**src/rtl/uart_serial_tx_pkg.sv**
```systemverilog
// Shared types and line-level constants for the UART transmitter.
package uart_pkg;

    typedef enum logic [2:0] {
        IDLE,
        START,
        DATA,
        PARITY,
        STOP
    } state_t;

    localparam logic LINE_IDLE = 1'b1;
    localparam logic START_BIT = 1'b0;
    localparam logic STOP_BIT  = 1'b1;

endpackage

```
**src/rtl/uart_serial_tx_if.sv**
```systemverilog
// Valid/ready word handshake feeding the UART transmitter.
interface uart_serial_tx_if #(
    parameter int WIDTH = 8
);
    logic [WIDTH-1:0] data;
    logic             valid;
    logic             ready;

    modport master (output data, output valid, input ready);
    modport slave  (input data, input valid, output ready);
endinterface

```
**src/rtl/uart_serial_tx_bit_timer.sv**
```systemverilog
// Bit-period timer: tick marks the last cycle of each serial bit.
module bit_timer #(
    parameter int CLKS_PER_BIT = 4
) (
    input  logic hz100,
    input  logic reset,
    input  logic clear,
    output logic tick
);
    localparam int CW = $clog2(CLKS_PER_BIT + 1);

    logic [CW-1:0] r_cnt;

    assign tick = !clear && (r_cnt == CW'(CLKS_PER_BIT - 1));

    always_ff @(posedge hz100 or posedge reset) begin
        if (reset) begin
            r_cnt <= '0;
        end else if (clear || tick) begin
            r_cnt <= '0;
        end else begin
            r_cnt <= r_cnt + 1'b1;
        end
    end
endmodule

```
**src/rtl/uart_serial_tx.sv**
```systemverilog
// Parallel-to-serial UART frame transmitter, LSB first.
// Define PARITY_EN to insert an even-parity bit before the stop bit.
module uart_serial_tx
    import uart_pkg::*;
#(
    parameter int WIDTH        = 8,
    parameter int CLKS_PER_BIT = 4
) (
    input  logic             hz100,
    input  logic             reset,
    uart_serial_tx_if.slave  bus,
    output logic             tx,
    output logic             busy
);
    localparam int IW = $clog2(WIDTH + 1);

    state_t           r_state;
    logic [WIDTH-1:0] r_shreg;
    logic [IW-1:0]    r_idx;
    logic             r_tx;
    logic             r_busy;
    logic             r_ready;
    logic             w_tick;
    logic             w_clear;
`ifdef PARITY_EN
    logic             r_par;
`endif

    // Timer is held at zero in IDLE, so START always gets a full period.
    assign w_clear   = (r_state == IDLE);
    assign tx        = r_tx;
    assign busy      = r_busy;
    assign bus.ready = r_ready;

    bit_timer #(
        .CLKS_PER_BIT(CLKS_PER_BIT)
    ) u_timer (
        .hz100 (hz100),
        .reset (reset),
        .clear (w_clear),
        .tick  (w_tick)
    );

    always_ff @(posedge hz100 or posedge reset) begin
        if (reset) begin
            r_state <= IDLE;
            r_shreg <= '0;
            r_idx   <= '0;
            r_tx    <= LINE_IDLE;
            r_busy  <= 1'b0;
            r_ready <= 1'b1;
`ifdef PARITY_EN
            r_par   <= 1'b0;
`endif
        end else begin
            unique case (r_state)
                IDLE: begin
                    if (bus.valid && r_ready) begin
                        r_shreg <= bus.data;
                        r_idx   <= '0;
                        r_state <= START;
                        r_tx    <= START_BIT;
                        r_busy  <= 1'b1;
                        r_ready <= 1'b0;
`ifdef PARITY_EN
                        r_par   <= ^bus.data;
`endif
                    end
                end
                START: begin
                    if (w_tick) begin
                        r_state <= DATA;
                        r_tx    <= r_shreg[0];
                    end
                end
                DATA: begin
                    if (w_tick) begin
                        if (r_idx == IW'(WIDTH - 1)) begin
                            r_idx <= '0;
`ifdef PARITY_EN
                            r_state <= PARITY;
                            r_tx    <= r_par;
`else
                            r_state <= STOP;
                            r_tx    <= STOP_BIT;
`endif
                        end else begin
                            r_shreg <= r_shreg >> 1;
                            r_idx   <= r_idx + 1'b1;
                            r_tx    <= r_shreg[1];
                        end
                    end
                end
`ifdef PARITY_EN
                PARITY: begin
                    if (w_tick) begin
                        r_state <= STOP;
                        r_tx    <= STOP_BIT;
                    end
                end
`endif
                STOP: begin
                    if (w_tick) begin
                        r_state <= IDLE;
                        r_tx    <= LINE_IDLE;
                        r_busy  <= 1'b0;
                        r_ready <= 1'b1;
                    end
                end
                default: begin
                    r_state <= IDLE;
                    r_tx    <= LINE_IDLE;
                    r_busy  <= 1'b0;
                    r_ready <= 1'b1;
                end
            endcase
        end
    end
endmodule

```
**src/flat_wrapper.sv**
```systemverilog
// flat-port wrapper written by rule: the top's interface ports become plain ports
module uart_serial_tx_flat import uart_pkg::*;
#(
    parameter int WIDTH        = 8,
    parameter int CLKS_PER_BIT = 4
)
  (hz100, reset, tx, busy, bus_data, bus_valid, bus_ready);
  uart_serial_tx_if #(.WIDTH(WIDTH)) bus_i ();
  input  logic hz100;
  input  logic reset;
  output logic tx;
  output logic busy;
  input wire logic [$bits(bus_i.data)-1:0] bus_data;
  input wire logic [$bits(bus_i.valid)-1:0] bus_valid;
  output wire logic [$bits(bus_i.ready)-1:0] bus_ready;
  assign bus_i.data = bus_data;
  assign bus_i.valid = bus_valid;
  assign bus_ready = bus_i.ready;
  uart_serial_tx #(.WIDTH(WIDTH), .CLKS_PER_BIT(CLKS_PER_BIT)) u_core (.hz100(hz100), .reset(reset), .bus(bus_i), .tx(tx), .busy(busy));
endmodule
```
**config.mk**
```make
export PLATFORM = sky130hd
export DESIGN_NAME = uart_serial_tx_flat
export DESIGN_NICKNAME = d
export VERILOG_FILES = /design/src/rtl/uart_serial_tx_pkg.sv /design/src/rtl/uart_serial_tx_if.sv /design/src/rtl/uart_serial_tx_bit_timer.sv /design/src/rtl/uart_serial_tx.sv /design/src/flat_wrapper.sv
export SDC_FILE = /design/constraint.sdc
export NUM_CORES = 1
export LEC_CHECK = 0
export ABC_CLOCK_PERIOD_IN_PS = 2300
export BUFFER_PORTS_ARGS = -buffer_cell sky130_fd_sc_hd__buf_2
export CAP_MARGIN = 5
export CORE_MARGIN = 3
export CORE_UTILIZATION = 56
export DETAILED_ROUTE_END_ITERATION = 6
export GPL_TIMING_DRIVEN = 0
export PLACE_DENSITY_LB_ADDON = 0.05
export SYNTH_ARGS = -nofsm -noshare
export SYNTH_HDL_FRONTEND = slang
export SYNTH_SLANG_ARGS = --single-unit
```
**constraint.sdc**
```tcl
create_clock -name hz100 -period 2.3 [get_ports hz100]
set_input_delay 0.46 -clock hz100 [delete_from_list [all_inputs] [get_ports hz100]]
set_output_delay 0.46 -clock hz100 [all_outputs]
set_load 0.02 [all_outputs]
```
# [After elaboration in Yosys (flattened, before gate mapping)]
# Index checks and enable logic that the tools add are counted.
[totals] ff_bits=21 input_bits=11 out_inout_bits=3 elab_cells=58
[op_classes] add_sub_neg=2 n_eq_ne=11 muxes=25 bitwise_logic=1 n_reduce_logical=12
[ops] operator="8-bit 2-to-1 mux" n=3
[ops] operator="3-bit 2-to-1 mux" n=6
[ops] operator="8-bit case mux with 2 select lines" n=1
[ops] operator="4-bit 2-to-1 mux" n=3
[ops] operator="3-bit case mux with 4 select lines" n=1
[ops] operator="2-bit != test, second input constant" n=4
[ops] operator="4-bit case mux with 2 select lines" n=1
[ops] operator="4-bit AND reduction" n=2
[ops] operator="1-bit 2-to-1 mux" n=7
[ops] operator="3-bit by 2-bit == test with 1-bit output, second input constant" n=2
[ops] operator="1-bit case mux with 3 select lines" n=2
[ops] operator="3-bit AND reduction" n=2
[ops] operator="5-bit AND reduction" n=1
[ops] operator="4-bit by 1-bit adder with 4-bit output, second input constant" n=1
[ops] operator="4-bit by 3-bit == test with 1-bit output, second input constant" n=1
[ops] operator="2-bit by 1-bit != test with 1-bit output, second input constant" n=2
[ops] operator="1-bit case mux with 4 select lines" n=1
[ops] operator="3-bit by 1-bit adder with 3-bit output, second input constant" n=1
[ops] operator="3-bit by 1-bit == test with 1-bit output, second input constant" n=1
[ops] operator="3-bit == test, second input constant" n=1
[ops] operator="3-bit logical NOT" n=1
[ops] operator="1-bit logical AND" n=2
[ops] operator="2-bit nonzero test" n=1
[ops] operator="2-bit OR reduction" n=1
[ops] operator="other kinds (3)" n=3

# [Longest topological paths before layout]
[logic_depth] ltp_word=5 ltp_mapped=7 depth_no_buf=6

# [Hierarchy]
# A second synthesis with hierarchy kept.
[hier_totals] cells_unflattened=108 hier_area_um2=1118.6
[by_module_without_submodules] mod="uart_serial_tx" n_inst=1 cells_per_inst=97 area_per_inst_um2=982.2 seq_area_each_um2=452.9
[by_module_without_submodules] mod="bit_timer" n_inst=1 cells_per_inst=11 area_per_inst_um2=136.4 seq_area_each_um2=75.1

# [Least setup slack after synthesis]
# Ideal clock, no wire load.
[synth_path] path_type="register to register" startpoint="register u_core.r_state[0]" endpoint="register u_core.r_shreg[0]" setup_ps=125 arrival_time_ps=1701 required_ps=2175 path_slack_ps=475 path_stages_with_launch=7 n_path_buf=2 period_less_slack_ps=1825 path_cell_list="dfrtp_1 -> or3b_1 -> buf_2 -> a31oi_4 -> o22a_1 -> buf_6 -> mux2_2"
[synth_between] elab_chain_cells=5 word_cells_on_any_way=10 classes_between="eq/ne (4); mux (1); reduce/logical (5)"
[synth_rtl] element="start, declared" line_no="uart_serial_tx.sv:17" text="state_t r_state;"
[synth_rtl] element="start signal, assigned" line_no="uart_serial_tx.sv:46" text="r_state <= IDLE;"
[synth_rtl] element="start signal, assigned" line_no="uart_serial_tx.sv:61" text="r_state <= START;"
[synth_rtl] element="start signal, assigned" line_no="uart_serial_tx.sv:72" text="r_state <= DATA;"
[synth_rtl] element="3-bit logical NOT" line_no="uart_serial_tx.sv:30, uart_serial_tx.sv:56"
[synth_rtl] element="1-bit logical NOT" line_no="uart_serial_tx_bit_timer.sv:14" text="assign tick = !clear && (r_cnt == CW'(CLKS_PER_BIT - 1));"
[synth_rtl] element="1-bit logical AND" line_no="uart_serial_tx_bit_timer.sv:14"
[synth_rtl] element="2-bit != test (no line)"
[synth_rtl] element="4-bit AND reduction (no line)"
[synth_rtl] element="end signal, assigned" line_no="uart_serial_tx.sv:59" text="r_shreg <= bus.data;"
[synth_rtl] element="end signal, assigned" line_no="uart_serial_tx.sv:88" text="r_shreg <= r_shreg >> 1;"
[synth_rtl] element="end, declared" line_no="uart_serial_tx.sv:18" text="logic [WIDTH-1:0] r_shreg;"
# Parallel ways exist; a longest one is shown, timed or not.
# A chain may end at the register's enable or synchronous reset.

# [Worst setup path in the final report]
[layout_path] startpoint="register u_core.u_timer.r_cnt[0]" endpoint="register u_core.r_idx[2]"
[layout_between] elab_chain_cells=4
[layout_rtl] element="start, declared" line_no="uart_serial_tx_bit_timer.sv:12" text="logic [CW-1:0] r_cnt;"
[layout_rtl] element="start signal, assigned" line_no="uart_serial_tx_bit_timer.sv:22" text="r_cnt <= r_cnt + 1'b1;"
[layout_rtl] element="3-bit by 2-bit == test with 1-bit output" line_no="uart_serial_tx_bit_timer.sv:14"
[layout_rtl] element="1-bit logical AND" line_no="uart_serial_tx_bit_timer.sv:14"
[layout_rtl] element="2-bit != test (no line)"
[layout_rtl] element="3-bit AND reduction (no line)"
[layout_rtl] element="end signal, assigned" line_no="uart_serial_tx.sv:89" text="r_idx <= r_idx + 1'b1;"
[layout_rtl] element="end, declared" line_no="uart_serial_tx.sv:19" text="logic [IW-1:0] r_idx;"
# No other way between the ends.

==> summary.txt <==
Timing
  – Setup Viol. Count Final: 0
  – Final period util: between 80 and 90%
  – Fin crit period: about 2100 ps
  – Skew final: roughly 1.4 ps
  – RSZ-0062 raised after global routing: false
  – Fmax: 487 MHz
  – Slew headroom: 46.6%
  – Slew @ Worst Pin: around 800 ps
  – Final slew viol count: 0
  – Final Hold Viols: 0
  – Setup_tns: 0 ps

Yosys
  – Synth cell types: 32
  – Syn Inst Count: roughly 110
  – Seq cells post-synth: 21
  – Complex-gate fraction of the synthesized area: ~14%
  – Post-synthesis mux area share: between 10% and 20%
  – Synth Flop Type: dfrtp_1
  – Largest family of logic cells by synthesized area: compound AO/OA/AOI/OAI gates
  – Syn avg cell area: roughly 10 µm²
  – Post-synthesis sequential area ratio: a little under half
  – Post-synth EDFFs: 0
  – Synth Area in Adders: ~3.3%
  – Mapped cell area: 0.00113 mm²
  – Syn Nets: around 120
  – Asr flop ratio synth: between 90% and 100%
  – Synth Area in XOR/XNOR: less than 1%
  – Simple-gate share of the synthesized area: roughly 14%
  – YS warnings: 0

Critical path
  – Critical Path Fanout Max: 8
  – CP max stage cell: or4b_1
  – Largest incremental delay on the critical path: between 400 and 500 ps
  – Cell Chain, Critical Path: ha_1, ha_1, clkbuf_1, nand2_1, a211o_1, or4b_1, nand2_1
  – Worst EP required: 2540 ps
  – Crit path launch type: flip-flop
  – Critical path type: flip-flop to flip-flop
  – Worst Setup End Kind: flip-flop
  – Critical path arrival: between 2000 and 2500 ps

Place
  – I/O Buffers: 13
  – Final HPWL DP: approximately 1.5 mm
  – Cell Area, Placed: 0.00122 mm²
  – Gpl congestion: between 0.7 and 0.8

Floorplan
  – Die Span X: around 51 µm
  – DIE HEIGHT: about 51 µm
  – Die area: 0.00259 mm²
  – Initial Utilization: 61.9%
  – Top Ports: 14
  – Rows: 15
  – Core Area: approximately 0.0018 mm²

Power and ir drop
  – Total chip power: about 0.00056 W
  – Leakage: between 0.6 and 0.7 nW
  – Pwr dens: 447 mW/mm²
  – Max IR drop VDD: 0.302 mV

Detailed routing
  – Routed Antenna Nets: 0
  – Post-Route WL: roughly 2 mm
  – DRT iter0 DRCs: 17
  – Pre-antenna DRT Iters: 4
  – Routed WL per cell: 13.3 µm
  – Via density: approximately 5.5
  – Via count: about 830
  – DRC viols: 0

Global routing
  – Largest net degree at the start of global routing: 22
  – First-pass GRT wire length: 3.52 mm
  – Vias in the first global route: 801
  – Initial antenna violation count: 0
  – Grt total ovfl: 0
  – GRT Util Overall: between 10% and 20%

Final layout
  – Most frequent cells in the layout: 19 x dfrtp_1, 16 x buf_2, 14 x mux2_2, 10 x nand2_1, 8 x inv_1
  – Antenna cells: 0
  – Fraction of layout cells with a size suffix above 1: 30.4%
  – Commonest non-fill, non-tap cell in the layout: dfrtp_1
  – Post-layout util: 68.7%
  – Area of the multi-input gates: approximately 520 µm²
  – P&R area growth vs syn: 10.9%
  – Register Area: 528 µm²
  – Number of fill cells: roughly 160
  – Final nets: 140
  – Finished Cell Area: around 0.0012 mm²

Clock tree
  – CTS tree: yes
  – Htree depth: 1
  – Post-CTS Setup Repair Bufs: 0
  – TritonCTS Buffers: 3
  – Post-CTS resize count: 0
  – Worst skew pair latency: approximately 300 ps
  – CTS Hold Bufs: 0
  – Root Buffer: clkbuf_4
  – Maximum buffer depth of the clock tree: 2
  – Clk sinks: 21
  – Clk slew on worst S/H paths: 110 ps

Min path
  – Hold Path Class: input port to asynchronous set/reset pin

Run
  – Max-cap check violation count: 0

Outcome
  – Status: complete, no violations
-- routing by layer --
metal / GRT usage (%) / vias up / share of wire, %
met4: 8.07 / 0 / 0.60
met1: 23.7 / 399 / 47
met2: 30.0 / 11 / 50
met3: 2.62 / 2 / 2.7
li1: - / 413 / -
met5: 0 / - / 0
-- critical path: cells and delay by family, from the launching register on --
family,cells,cell delay [ps]
and+or+nand+nor,3,670
DFF,1,380
AOI/OAI and AO/OA,1,360
adders and majority gates,2,300
buffers and inverters,1,290
-- synth_stat cells, types with 2 or more instances --
library cell  count  area [µm²]
nand3b_1          2        15.0
buf_2             3        15.0
nand2_1          10        37.5
nand3_1           2        10.0
mux2_2           14         158
o21ai_0           4        20.0
o22a_1            2        17.5
nor2_1            7        26.3
nor3_1            3        15.0
buf_6             2        22.5
a21oi_1           6        30.0
clkbuf_1          2        7.51
ha_1              3        37.5
inv_1             8        30.0
o22ai_1           4        25.0
dfstp_2           2        52.6
dfrtp_1          19         475
-- logic make-up after synthesis --
group | count (synthesis)
mux | 14
simple gates | 31
fa+ha+maj | 3
xor+xnor | 1
buf+inv | 15
flops | 21
compound gates | 23
-- metrics by stage --
step	setup WS, ps	hold slack, ps	instances
floorplan	475	415	108
global placement	349	434	146
detailed placement	271	438	146
CTS	247	300	150
global route	127	337	150
finish	245	293	150
-- report_power, final --
group / total, W / leakage (nW) / switching, W / internal (W)
Clock: 0.000174 / 0.0150 / 0.000106 / 0.0000676
Combinational: 0.0000158 / 0.330 / 0.00000974 / 0.00000609
Sequential: 0.000369 / 0.256 / 0 / 0.000369
Total: 0.000559 / 0.601 / 0.000116 / 0.000443
-- registers in the layout, indices dropped and copies added (netlist names) --
register / count
u_core.busy: 1
u_core.bus.ready: 1
u_core.r_state: 3
u_core.u_timer.r_cnt: 3
u_core.tx: 1
u_core.r_shreg: 8
u_core.r_idx: 4
-- final timing paths --
kind                       slack [ps]               startpoint  depth (start not counted)                      end
max                               250  u_core.u_timer.r_cnt[0]                          7          u_core.r_idx[2]
min                               290                    reset                          2  u_core.u_timer.r_cnt[1]
max reg2reg                       250  u_core.u_timer.r_cnt[0]                          7          u_core.r_idx[2]
min reg2reg                       460  u_core.u_timer.r_cnt[0]                          1  u_core.u_timer.r_cnt[0]
max in group asynchronous        1510                    reset                          2        u_core.r_state[1]
min in group hz100                370              bus_data[7]                          3        u_core.r_shreg[7]
-- area by class of cell --
type / count / share of cell area (%)
Timing Repair Buffer: 13 / 5.21
Inverter: 8 / 2.40
Buffer: 7 / 3.60
Multi-Input combinational cell: 72 / 41.9
Clock buffer: 4 / 2.10
Tap cell: 25 / 2.50
Sequential cell: 21 / 42.2
No activity file was read; power rests on OpenSTA's default activity.
